<file path="config.mk">
export PLATFORM = sky130hd
export DESIGN_NAME = coffee_dispenser
export DESIGN_NICKNAME = d
export VERILOG_FILES = /design/src/rtl/coffee_dispenser.sv
export SDC_FILE = /design/constraint.sdc
export NUM_CORES = 1
export LEC_CHECK = 0
export CAP_MARGIN = 20
export CORE_MARGIN = 4
export CORE_UTILIZATION = 43
export CTS_CLUSTER_DIAMETER = 50
export CTS_CLUSTER_SIZE = 30
export DETAILED_ROUTE_END_ITERATION = 10
export MAX_ROUTING_LAYER = met4
export PLACE_DENSITY = 0.77
export SYNTH_ARGS = -nofsm -noshare
export SYNTH_HDL_FRONTEND = slang
export SYNTH_SLANG_ARGS = --single-unit
</file>
<file path="constraint.sdc">
create_clock -name clk -period 2.34 [get_ports clk]
set_clock_uncertainty 0.2 [all_clocks]
set_input_delay 0.702 -clock clk [delete_from_list [all_inputs] [get_ports clk]]
set_output_delay 0.702 -clock clk [all_outputs]
set_load 0.005 [all_outputs]
</file>
<file path="src/rtl/coffee_dispenser.sv">
// Drink sequencer: cup drop, water pour, optional milk pour, then a one-cycle
// completion pulse. Valve outputs are Moore-decoded from the state register.
module coffee_dispenser #(
  parameter int CUP_CYC  = 4,
  parameter int POUR_CYC = 8,
  parameter int MILK_CYC = 6
) (
  input  logic       clk,
  input  logic       rst,
  input  logic       exprr,
  input  logic       expr_1,
  input  logic       capp,
  output logic       cup_valve,
  output logic       water_valve,
  output logic       milk_valve,
  output logic       busy,
  output logic       done,
  output logic       drop,
  output logic [1:0] drink_code,
  output logic [7:0] served_cnt
);

  localparam logic [2:0] S_IDLE = 3'd0;
  localparam logic [2:0] S_CUP  = 3'd1;
  localparam logic [2:0] S_POUR = 3'd2;
  localparam logic [2:0] S_MILK = 3'd3;
  localparam logic [2:0] S_DONE = 3'd4;

  localparam logic [1:0] D_ESPR = 2'b01;
  localparam logic [1:0] D_LONG = 2'b10;
  localparam logic [1:0] D_CAPP = 2'b11;

  // Timer loads are "cycles - 1": a phase ends on the cycle the timer reads 0.
  localparam logic [7:0] CUP_LOAD  = 8'(CUP_CYC - 1);
  localparam logic [7:0] POUR_LOAD = 8'(POUR_CYC - 1);
  localparam logic [7:0] LONG_LOAD = 8'(2 * POUR_CYC - 1);
  localparam logic [7:0] MILK_LOAD = 8'(MILK_CYC - 1);

  logic [2:0] state;
  logic [7:0] timer;
  logic [1:0] drink;
  logic [1:0] req_code;
  logic       any_req;

  assign any_req = exprr | expr_1 | capp;

  always_comb begin
    req_code = 2'b00;
    if (capp)        req_code = D_CAPP;
    else if (expr_1) req_code = D_LONG;
    else if (exprr)  req_code = D_ESPR;
  end

  always_ff @(posedge clk) begin
    if (rst) begin
      state      <= S_IDLE;
      timer      <= 8'd0;
      drink      <= 2'b00;
      served_cnt <= 8'd0;
      drop       <= 1'b0;
    end else begin
      // Any request arriving while a drink is in flight is discarded.
      drop <= (state != S_IDLE) && any_req;
      case (state)
        S_IDLE: begin
          if (any_req) begin
            state <= S_CUP;
            timer <= CUP_LOAD;
            drink <= req_code;
          end
        end
        S_CUP: begin
          if (timer == 8'd0) begin
            state <= S_POUR;
            timer <= (drink == D_LONG) ? LONG_LOAD : POUR_LOAD;
          end else begin
            timer <= timer - 8'd1;
          end
        end
        S_POUR: begin
          if (timer == 8'd0) begin
            if (drink == D_CAPP) begin
              state <= S_MILK;
              timer <= MILK_LOAD;
            end else begin
              state <= S_DONE;
            end
          end else begin
            timer <= timer - 8'd1;
          end
        end
        S_MILK: begin
          if (timer == 8'd0) state <= S_DONE;
          else               timer <= timer - 8'd1;
        end
        S_DONE: begin
          state      <= S_IDLE;
          drink      <= 2'b00;
          served_cnt <= served_cnt + 8'd1;
        end
        default: begin
          state <= S_IDLE;
          timer <= 8'd0;
          drink <= 2'b00;
        end
      endcase
    end
  end

  assign cup_valve   = (state == S_CUP);
  assign water_valve = (state == S_POUR);
  assign milk_valve  = (state == S_MILK);
  assign done        = (state == S_DONE);
  assign busy        = (state != S_IDLE);
  assign drink_code  = drink;

endmodule

</file>
==> results.md, run 1 <==
- Synth Area per Inst: 8.33 µm²
- Critical Path Fanout Max: 3
- Largest family of logic cells by synthesized area: simple AND/OR/NAND/NOR gates
- Die area: about 0.0037 mm²
- Switching Share: 0.407
- Ant diodes: 0
- Vias in the first global route: between 1000 and 1500
- Post-synth EDFFs: 0
- Worst-path cell chain: nor3b_2, clkdlybuf4s50_1
- Hold_buf cts: 0
- Hold Crit Start: drink_code[1]
- Synth Register Bits: 22
- NetSw: approximately 0.71 mW
- Power, Total: between 1.5 and 2 mW
- Most frequent cells in the layout: buf_4, dfxtp_1, clkdlybuf4s50_1
- Int Pwr: slightly above 1 mW
- Core area: roughly 0.0026 mm²
- Final WL: between 2000 and 3000 µm
- Die Height: about 60 µm
- Pwr dens: approximately 1100 mW/mm²
- Simple-gate share of the synthesized area: 0.284
- Synth area leaders: dfxtp_1, xor2_1, nor2_1
- Endpoint class of the critical path: primary output
- Post-DRT Antenna Nets: 0
- Complex-gate fraction of the synthesized area: 0.186
- WP data required: 1440 ps
- Vias per cell: around 5.8
- Period utilization: 0.976
- Setup crit start: state[0]
- DP HPWL: roughly 2200 µm
- Min Clock Period, post-route: approximately 2300 ps
- Ys flop type: dfxtp_1
- Pins over their slew limit: 0
- Clk_lat worst skew: about 300 ps
- Buf/Inv on CP: 1
- PortBufs: 20
- Share of cells above drive strength 1: 0.228
- Starting Density: 0.464
- Clock share of power: 0.118
- Final Wtd Congestion: 0.896
- Total Routing Usage GR: 0.167
- Max-Cap Viols: 0
- Maximum root-to-sink buffer count: 2
- Pre-CTS setup slack: -153 ps
- Nets: ~190
- Setup Viol. Count Final: 0
- Yosys warning count: 0
- Total gr overflow: 0
- PnR worst setup slack: around 57 ps
- Slew margin rel.: 0.653
- Synth area leader: dfxtp_1
- Synthesized instance count: 143
- Post-Synthesis Net Count: 151
- IO Count: 21
- DRC: 0
- Total CTS buffers: 3
- DR vias: roughly 1200
- FMAX: approximately 440 MHz
- Top cell type's share of synthesized area: 0.370
- Netlist Area Pre-Place: approximately 0.0012 mm²
- Initial antenna violation count: 0
- Wire per inst: between 10 and 15 µm
- Gate power share: 0.575
- Final hold vios: 0
- Worst Hold Class: reg2reg
- RSZ-0062 raised after global routing: no
- Sequential share of power: 0.307
- Critical setup path kind: reg2out
- Tightest Pin Transition: 518 ps
- H-tree Lvls: 1
- Asr flop ratio synth: 0
- Die width: ~61 µm
- DRT iter0 DRCs: 50
- Lkg Pwr: 0.659 nW
- Reg-to-Reg Start: timer[2]
- Slowest stage delay, CP: around 530 ps
- Worst EP arrival: 1380 ps
- Area grow syn2layout: 36.2%
- Mux cell area share after synthesis: 0.00840
- Most common cell after layout, fill and taps aside: buf_4
- CTS root buffer: clkbuf_4
- Cell Rows: 18
- CP max stage cell: clkdlybuf4s50_1
- CP startpoint kind: flip-flop
- Worst IR Drop VDD: slightly above 0.0007 V
- XOR/XNOR share of the synthesized area: 0.0588
- Seq/Total Area, Yosys: 0.370
- First-pass GRT wire length: roughly 4800 µm
- Status: completed
- Drt pass-1 iters: 4
- Adder-cell share of the synthesized area: 0.0315
- CTS sink cnt: 22
- Util after Layout: 0.632
- Largest net degree at the start of global routing: 14
- Worst path top cell family by delay: buffers and inverters
- Worst-path clk slew: around 120 ps
- Synth unique cells: 42
- TritonCTS clock tree: built
==> worst paths after layout <==
path,to,cells after the start,slack (ps)
max,done,2,60
min,drink_code[1],2,310
max reg2reg,timer[5],6,100
min reg2reg,drink_code[1],2,310
==> flip-flops by register name (all words and copies together), names as in the netlist <==
| name | cells |
|---|---|
| served_cnt | 8 |
| drop | 1 |
| drink_code | 2 |
| state | 3 |
| timer | 8 |
==> metal layers <==
layer | track usage | vias up | share of wire
met1 | 0.206 | 584 | 0.45
met3 | 0.0298 | 2 | 0.043
li1 | - | 595 | -
met5 | - | - | 0
met2 | 0.284 | 44 | 0.50
met4 | 0.0341 | 0 | 0.0048
==> power by group through the flow <==
stage | Clock [mW] | Sequential, mW | Combinational [mW]
4_1_cts | 0.212 | 0.544 | 0.910
5_1_grt | 0.223 | 0.543 | 1.12
2_1_floorplan | 0 | 0.527 | 0.599
3_3_place_gp | 0 | 0.535 | 0.880
3_5_place_dp | 0 | 0.538 | 0.895
6_report | 0.205 | 0.534 | 1.00
==> cells in the mapped netlist (2+ instances only) <==
cell	count
a21oi_1	7
nand3b_1	3
o21ai_0	6
or2_2	2
nand2_1	12
inv_1	7
buf_2	2
xnor2_1	2
a311oi_1	2
nand3_1	5
dfxtp_1	22
ha_1	3
nor2_1	13
clkbuf_1	4
a31oi_1	4
nor3b_1	4
o211ai_1	2
and4_1	2
nand4_1	3
buf_6	2
a2111oi_0	2
xor2_1	6
nor3_1	9
==> worst register-to-register path, delay by kind of cell (launching register included) <==
family	cells	cell delay, ps
buffers and inverters	1	180
DFF	1	340
and+or+nand+nor	3	900
AOI/OAI and AO/OA	2	520
==> layout make-up <==
type / count / area [µm²]
fillers: 226 / 945
clock buffers: 4 / 36.3
flip-flops and latches: 22 / 447
multi-input cells: 106 / 716
inverters: 7 / 26.3
repair buffers: 41 / 360
well taps: 30 / 37.5
==> stage by stage <==
stage	hold WS, ps	instances	area [µm²]	TNS, ps
global route	345	210	1620	0
global placement	280	202	1510	-297
CTS	308	206	1570	-83.2
finish	306	210	1620	0
detailed placement	288	202	1510	-606
floorplan	264	143	1190	0
==> cell families after synthesis <==
family                     count (synthesis)
and+or+nand+nor                           63
AOI/OAI and AO/OA                         31
DFF                                       22
buffers and inverters                     15
xor gates and xnor gates                   8
adders and majority gates                  3
muxes                                      1
==> timing repair <==
action,in CTS,in global routing
cloned,0,0
pin swaps,0,1
gates resized for setup,12,5
buffers inserted,0,4
setup endpoints to repair,5,7
(Power assumes the default switching activity.)
==> run 2: changes to the inputs <==
CAP_MARGIN = 40   (was 20)
==> results of run 2 <==
The final DEF is identical to that of run 1; final timing and power are the same.
==> run 3: changes to the inputs <==
clock period = 1.9 ns   (was 2.34 ns; I/O delays follow)
==> run 3 against run 2 <==
  * The run now ends with negative setup slack left
  * Largest cell class unchanged
  * Flip-flop and latch count is the same
  * Combinational power increased by 110%
  * Power grew 74%
  * Hold slack gained 71 ps
  * First-iteration DRC count rose by 54%
  * Utilization rose by 18 points
  * Critical path type is now reg2reg
==> results.md, run 3 (same netlist as run 1, synthesis figures left out) <==
- Core area: 0.00257 mm² (unchanged)
- DR vias: 1556 (+27%)
- Lkg Pwr: 0.947 nW (+44%)
- Total Routing Usage GR: 0.269 (+0.103)
- Die Height: 60.6 µm (unchanged)
- PnR worst setup slack: -345 ps (-402 ps)
- Critical Path Fanout Max: 4 (+1)
- Clk_lat worst skew: 310 ps (about the same)
- Drt pass-1 iters: 4 (unchanged)
- DP HPWL: 2500 µm (+15%)
- Period utilization: 1.18
- IO Count: 21 (unchanged)
- Final instance area: 0.00208 mm² (+28%)
- Most common cell after layout, fill and taps aside: buf_4
- Maximum root-to-sink buffer count: 2 (unchanged)
- DP Area: 0.00165 mm² (+9.2%)
- Ant diodes: 0 (unchanged)
- Slew margin rel.: 0.682 (+0.0285)
- CTS root buffer: clkbuf_4
- Worst Reg2Reg Path Length in Cells: 8 (+2)
- FMAX: 445 MHz
- Hold_buf cts: 0 (unchanged)
- Pre-CTS setup slack: -461 ps (-308 ps)
- Nets: 231 (+22%)
- Post-DRT Antenna Nets: 0 (unchanged)
- Largest regs: served_cnt: 8 flops, timer: 8 flops, state: 3 flops
- Hold Crit Start: timer[4]
- Most frequent cells in the layout: buf_4, buf_6, dfxtp_2
- Starting Density: 0.464 (unchanged)
- Total CTS buffers: 3 (unchanged)
- CP startpoint kind: flip-flop
- Worst-path cell chain: inv_1, ha_1, nand2b_1, or3_4, o21ai_4, buf_6, nand2_2, a31oi_1
- DRT iter0 DRCs: 77 (+54%)
- Cell Rows: 18 (unchanged)
- Share of cells above drive strength 1: 0.525 (+0.297)
- WHS Path Cells: 2 (unchanged)
- Endpoint class of the critical path: flip-flop
- Fin Setup TNS: -2910 ps (-2910 ps)
- Critical setup path kind: reg2reg
- End of the worst hold path: timer[4]
- First-pass GRT wire length: 7200 µm (+51%)
- Fillers: 134 (-41%)
- CP max stage cell: or3_4
- Largest net degree at the start of global routing: 12 (-2)
- WHS: 377 ps (+71.5 ps)
- Vias in the first global route: 1558 (+35%)
- Tightest Pin Transition: 476 ps (-41.7 ps)
- Pins over their slew limit: 0 (unchanged)
- Die width: 60.6 µm (unchanged)
- DRC: 0 (unchanged)
- Final hold vios: 0 (unchanged)
- Max-Cap Viols: 0 (unchanged)
- Initial antenna violation count: 0 (unchanged)
- RSZ-0062 raised after global routing: yes
- Total gr overflow: 0 (unchanged)
- WP data required: 1930 ps (+490 ps)
- Reg2reg setup slack: -340 ps (-440 ps)
- Multi-input logic area: 822 µm² (+15%)
- Reg2reg end: timer[7]
- Worst Hold Class: reg2reg
- Area grow syn2layout: 74.8%
- Reg area: 465 µm² (+4.2%)
- PortBufs: 20 (unchanged)
- Wire per inst: 19.5 µm (+41%)
- Status: complete, but fails checks
- Slowest stage delay, CP: 480 ps (-50 ps)
- Vias per cell: 6.20 (+6.3%)
- H-tree Lvls: 1 (unchanged)
- Final WL: 4900 µm (+69%)
- CTS sink cnt: 22 (unchanged)
- Worst EP arrival: 2280 ps (+900 ps)
- Worst IR Drop VDD: 0.00118 V (+63%)
- Final Wtd Congestion: 0.928 (+3.6%)
- Setup Viol. Count Final: 14 (+14)
- TritonCTS clock tree: built
- Pwr dens: 1460 mW/mm² (+36%)
- Worst-path clk slew: 130 ps (about the same)
- Die area: 0.00368 mm² (unchanged)
- Failing checks: negative setup slack
- Min Clock Period, post-route: ~2200 ps
- Reg-to-Reg Start: timer[0]
-- run 3: what timing repair did --
action,in CTS,in global routing
resized for setup,82,18
pin swaps,10,11
setup endpoints to repair,26,18
buffers inserted,22,7
-- run 3: power by group --
part           switching, mW  internal [mW]  total (mW)
clock                  0.149         0.0740       0.223
combinational           1.07           1.06        2.13
sequential            0.0999          0.577       0.677
-- run 3: critical path, delay by kind of cell (launching register included) --
family,cells,cell delay (ps)
adder cells (fa/ha/maj),1,210
AND/OR/NAND/NOR,3,740
buffers and inverters,2,250
AO/OA/AOI/OAI,2,420
flip-flops,1,360
-- run 3: area by class of cell --
class | count | area share
clock buffer | 3 | 0.0108
inverter | 7 | 0.0126
multi-input combinational | 106 | 0.395
sequential | 22 | 0.224
tap | 30 | 0.0180
timing repair buffer | 83 | 0.340
-- run 3: through the flow --
step,cells,util,total power [mW]
2_1_floorplan,143,-,1.42
3_3_place_gp,220,0.642,1.98
3_5_place_dp,220,0.642,2.02
4_1_cts,245,0.769,2.62
5_1_grt,251,0.811,3.18
6_report,251,0.811,3.03
-- run 3: how the worst max path moves through the flow --
stage,to,from,slack (ps)
6_report,timer[7],timer[0],-340
5_1_grt,timer[7],timer[0],-380
4_1_cts,timer[0],timer[5],-210
3_5_place_dp,timer[3],expr_1,-460
3_3_place_gp,timer[2],expr_1,-400
2_1_floorplan,timer[0],timer[3],-320
-- run 3: metal layers --
metal	up-vias	routed length, µm	global-route usage
li1	673	-	-
met5	-	0	-
met3	42	417	0.0404
met2	117	2390	0.466
met4	0	342	0.164
met1	724	1750	0.286
==> patch 1 (settings of run 3) <==
Put a register stage on the outputs `cup_valve`, `water_valve`, `milk_valve`, `busy` and `done`, with the module's reset. The values now appear one clock later. The other outputs are not delayed to match.
--- a/src/rtl/coffee_dispenser.sv
+++ b/src/rtl/coffee_dispenser.sv
@@ -109,7 +109,17 @@
 
-  assign cup_valve   = (state == S_CUP);
-  assign water_valve = (state == S_POUR);
-  assign milk_valve  = (state == S_MILK);
-  assign done        = (state == S_DONE);
-  assign busy        = (state != S_IDLE);
+  always_ff @(posedge clk) begin
+    if (rst) begin
+      cup_valve   <= '0;
+      water_valve <= '0;
+      milk_valve  <= '0;
+      busy        <= '0;
+      done        <= '0;
+    end else begin
+      cup_valve   <= (state == S_CUP);
+      water_valve <= (state == S_POUR);
+      milk_valve  <= (state == S_MILK);
+      busy        <= (state != S_IDLE);
+      done        <= (state == S_DONE);
+    end
+  end
   assign drink_code  = drink;
Formal check against the unedited RTL: not equivalent (Yosys sat finds a counterexample within 4 cycles, from zero or initial values and one cycle with rst high).
==> patch 1 against run 3 <==
Utilization is 15 points lower; sequential cell count is 5 higher; the flow still finishes with violations (setup timing); highest routed layer unchanged; area after synthesis is 15% higher; count of clock-buffer cells in the layout stayed put; power is 21% lower; global-route usage is 6.4 points lower; setup slack better by 0.12 ns; routed wire length is 19% lower; design area is 3.2% lower; via count is 5.9% lower.
==> patch 1: results (changes against run 3) <==
stage	metric	value	unit	change
run_status	outcome	complete, but fails checks		unchanged
run_status	violations	setup timing		unchanged
drt	via_per_inst	5.55		was 6.20
global_routing	grt_pass1_wl	6650	um	was 7200 um
placement	place_area	1840	um^2	was 1650 um^2
final_layout	seq_share	0.278		was 0.224
placement	place_congestion	0.956		was 0.928
final_layout	nNonClkBuffers	63		was 83
drt	wl_met1	1690	um	was 1750 um
hold_path	hp-start	drink_code[1]		was timer[4]
final_layout	multi_input_area	845	um^2	was 822 um^2
power_and_ir_drop	seqPwrFrac	0.313		was 0.223
global_routing	gr-usage-met1	0.232		was 0.286
final_layout	multi_input_gates	122		was 106
logic_synthesis	syn-num-nets	169		was 151
global_routing	grt_max_degree	23		was 12
global_routing	grt_pass1_vias	1509		was 1558
sta	worst_pin_slew	0.414	ns	was 0.476 ns
drt	wl_met3	135	um	was 417 um
final_layout	fillers	257		was 134
final_layout	nNetsFinal	229		was 231
final_layout	clk_share	0.0149		was 0.0108
critical_path	crit_arrival	2.21	ns	was 2.28 ns
final_layout	layout-drive-gt1-share	0.364		was 0.525
final_layout	multi_input_area_share	0.419		was 0.395
power_and_ir_drop	vdd_drop_max	0.000675	V	was 0.00118 V
critical_path	r2r_cells	6		was 8
logic_synthesis	synth.area.top_cells	dfxtp_1, xor2_1, nor2_1, nand4_1, o21ai_0		was dfxtp_1, xor2_1, nor2_1, nor3_1, nand2_1
hold_path	hold_end	drink_code[1]		was timer[4]
logic_synthesis	ys_types	45		was 42
final_layout	inverters	4		was 7
critical_path	crit_path_end	timer[6]		was timer[7]
critical_path	cpMaxStageDelayCell	or4b_4		was or3_4
clocking	clock_latency	0.34	ns	was 0.31 ns
sta	setup_ws	-0.221	ns	was -0.345 ns
logic_synthesis	ys_ff_latch	27		was 22
power_and_ir_drop	p_comb_frac	0.574		was 0.703
drt	dr.first_iter.drc_count	84		was 77
global_routing	use_met3	0.0193		was 0.0404
placement	hpwl	2730	um	was 2500 um
clocking	path_clk_slew	0.16	ns	was 0.13 ns
sta	setup_viol_count_final	9		was 14
global_routing	grt_usage	0.206		was 0.269
final_layout	final-nonclk-buf-share	0.253		was 0.340
drt	wl_met2	2060	um	was 2390 um
power_and_ir_drop	switching_share	0.400		was 0.436
logic_synthesis	yosys-top-cells-count	dfxtp_1, nor2_1, o21ai_0		was dfxtp_1, nor2_1, nand2_1, nor3_1
[patch 1: cell count changes after synthesis, moves of 3 or more]
cell	run 3	this run
inv_1	7	4
nor2b_1	1	5
nand2_1	12	9
o21ai_0	6	10
dfxtp_1	22	27
nand4_1	3	9
nor2_1	13	16
[patch 1: cells by family after synthesis]
kind of cell               after synthesis  synth area share
adders and majority gates                4            0.0348
and+or+nand+nor                         78             0.329
buffers and inverters                   12            0.0366
xor gates and xnor gates                 9            0.0577
muxes                                    1           0.00733
DFF                                     27             0.396
AOI/OAI and AO/OA                       30             0.139
[patch 1: repair_timing]
action                     CTS  global route
pin swaps                    3             3
setup endpoints to repair   26            10
gates resized for setup     42             5
hold endpoints to repair     0             0
setup buffers                9             1
[patch 1: through the flow]
step	hold slack [ns]	std cells	total power (uW)	utilization
floorplan	0.262	161	1420	-
global placement	0.281	250	1920	0.603
detailed placement	0.286	250	1940	0.603
CTS	0.290	263	2300	0.650
global route	0.319	264	2570	0.660
finish	0.289	264	2390	0.660
==> patch 2 (flow settings as in run 3) <==
Without the edit above. The parameter `POUR_CYC` goes from 8 to 7.
--- a/src/rtl/coffee_dispenser.sv
+++ b/src/rtl/coffee_dispenser.sv
@@ -4,3 +4,3 @@
   parameter int CUP_CYC  = 4,
-  parameter int POUR_CYC = 8,
+  parameter int POUR_CYC = 7,
   parameter int MILK_CYC = 6
Formal check against the unedited RTL: same outputs for any inputs over 10 cycles, from zero or initial values and one cycle with rst high; that may be too few to reach the edited logic, so the function may still have changed.
==> patch 2 against run 3 <==
The flow still finishes with violations (setup timing); sequential cell count did not move; design area rose by 7.0%; setup slack gained 0.13 ns; power up 24%; synthesized cell count up 9.1%; area after synthesis increased by 8.8%; sequential power is 4.3% lower; routed wire length increased by 21%.
==> patch 2: results (changes against run 3) <==
stage	metric	value	unit	change
power_and_ir_drop	powerDensity	1680	nW/um^2	was 1460 nW/um^2
sta	setup-tns-final	-2.09	ns	was -2.91 ns
critical_path	crit_fanout	5		was 4
drt	dr.first_iter.drc_count	173		was 77
power_and_ir_drop	p_leak	0.00100	uW	was 0.000947 uW
critical_path	crit_arrival	2.22	ns	was 2.28 ns
drt	drt_pass1_iterations	5		was 4
clocking	path_clk_slew	0.16	ns	was 0.13 ns
clocking	clock_latency	0.36	ns	was 0.31 ns
logic_synthesis	ys_types	49		was 42
sta	setup_ws	-0.217	ns	was -0.345 ns
run_status	violations	setup timing		unchanged
power_and_ir_drop	p_comb_frac	0.717		was 0.703
logic_synthesis	syn-num-nets	164		was 151
global_routing	grt_pass1_vias	1691		was 1558
critical_path	r2r_cells	7		was 8
final_layout	layout-drive-gt1-share	0.506		was 0.525
placement	place_ws	-0.491	ns	was -0.461 ns
sta	worst_pin_slew	0.555	ns	was 0.476 ns
sta	setup_viol_count_final	16		was 14
logic_synthesis	synth-seq-area-share	0.340		was 0.370
power_and_ir_drop	clkPwrFrac	0.110		was 0.074
power_and_ir_drop	vdd_drop_max	0.000942	V	was 0.00118 V
logic_synthesis	syn_area_per_cell	8.31	um^2	was 8.33 um^2
run_status	outcome	complete, but fails checks		unchanged
drt	dr_total_vias	1770		was 1556
drt	wl_per_cell	22.2	um	was 19.5 um
patch 2: kinds of logic (layout without fill, tap and decap cells):
logic type / count (synthesis) / after routing / synth area share
and+or+nand+nor: 64 / 64 / 0.298
DFF: 22 / 22 / 0.340
xor gates and xnor gates: 8 / 8 / 0.0541
buffers and inverters: 17 / 96 / 0.0521
adders and majority gates: 3 / 3 / 0.0290
muxes: 1 / 1 / 0.00772
AOI/OAI and AO/OA: 41 / 41 / 0.219
patch 2: cell type report:
type	count	area (um^2)
fillers	165	601
repair buffers	83	698
inverters	9	33.8
flip-flops and latches	22	459
multi-input cells	117	946
clock buffers	3	22.5
well taps	31	38.8
clock inverters	1	30.0
patch 2: critical path, cell delays in order, from the launching register on:
cell	delay (ns)
dfxtp_2	0.36
inv_2	0.07
ha_4	0.14
or4b_4	0.52
buf_4	0.17
o41ai_4	0.24
a31oi_1	0.15
a211oi_2	0.19
patch 2: what timing repair did:
item | in CTS | in global routing
setup endpoints to repair | 26 | 16
pin swaps | 11 | 13
resized for setup | 68 | 21
hold buffers | 0 | 0
buffers inserted | 15 | 9
patch 2: worst min path at each step:
stage | from | endpoint | slack, ns | cells past startpoint
floorplan | timer[4] | timer[4] | 0.27 | 2
global placement | served_cnt[7] | served_cnt[7] | 0.30 | 2
detailed placement | drink_code[1] | drink_code[1] | 0.30 | 2
CTS | served_cnt[5] | served_cnt[5] | 0.33 | 2
global route | served_cnt[5] | served_cnt[5] | 0.36 | 2
finish | served_cnt[5] | served_cnt[5] | 0.33 | 2
patch 2: per-layer routing:
| metal | wire, um | GRT usage | part of all wire |
|---|---|---|---|
| met5 | 0 | - | 0 |
| met4 | 495 | 0.135 | 0.084 |
| met3 | 520 | 0.0450 | 0.088 |
| met2 | 2740 | 0.458 | 0.46 |
| met1 | 2160 | 0.293 | 0.36 |
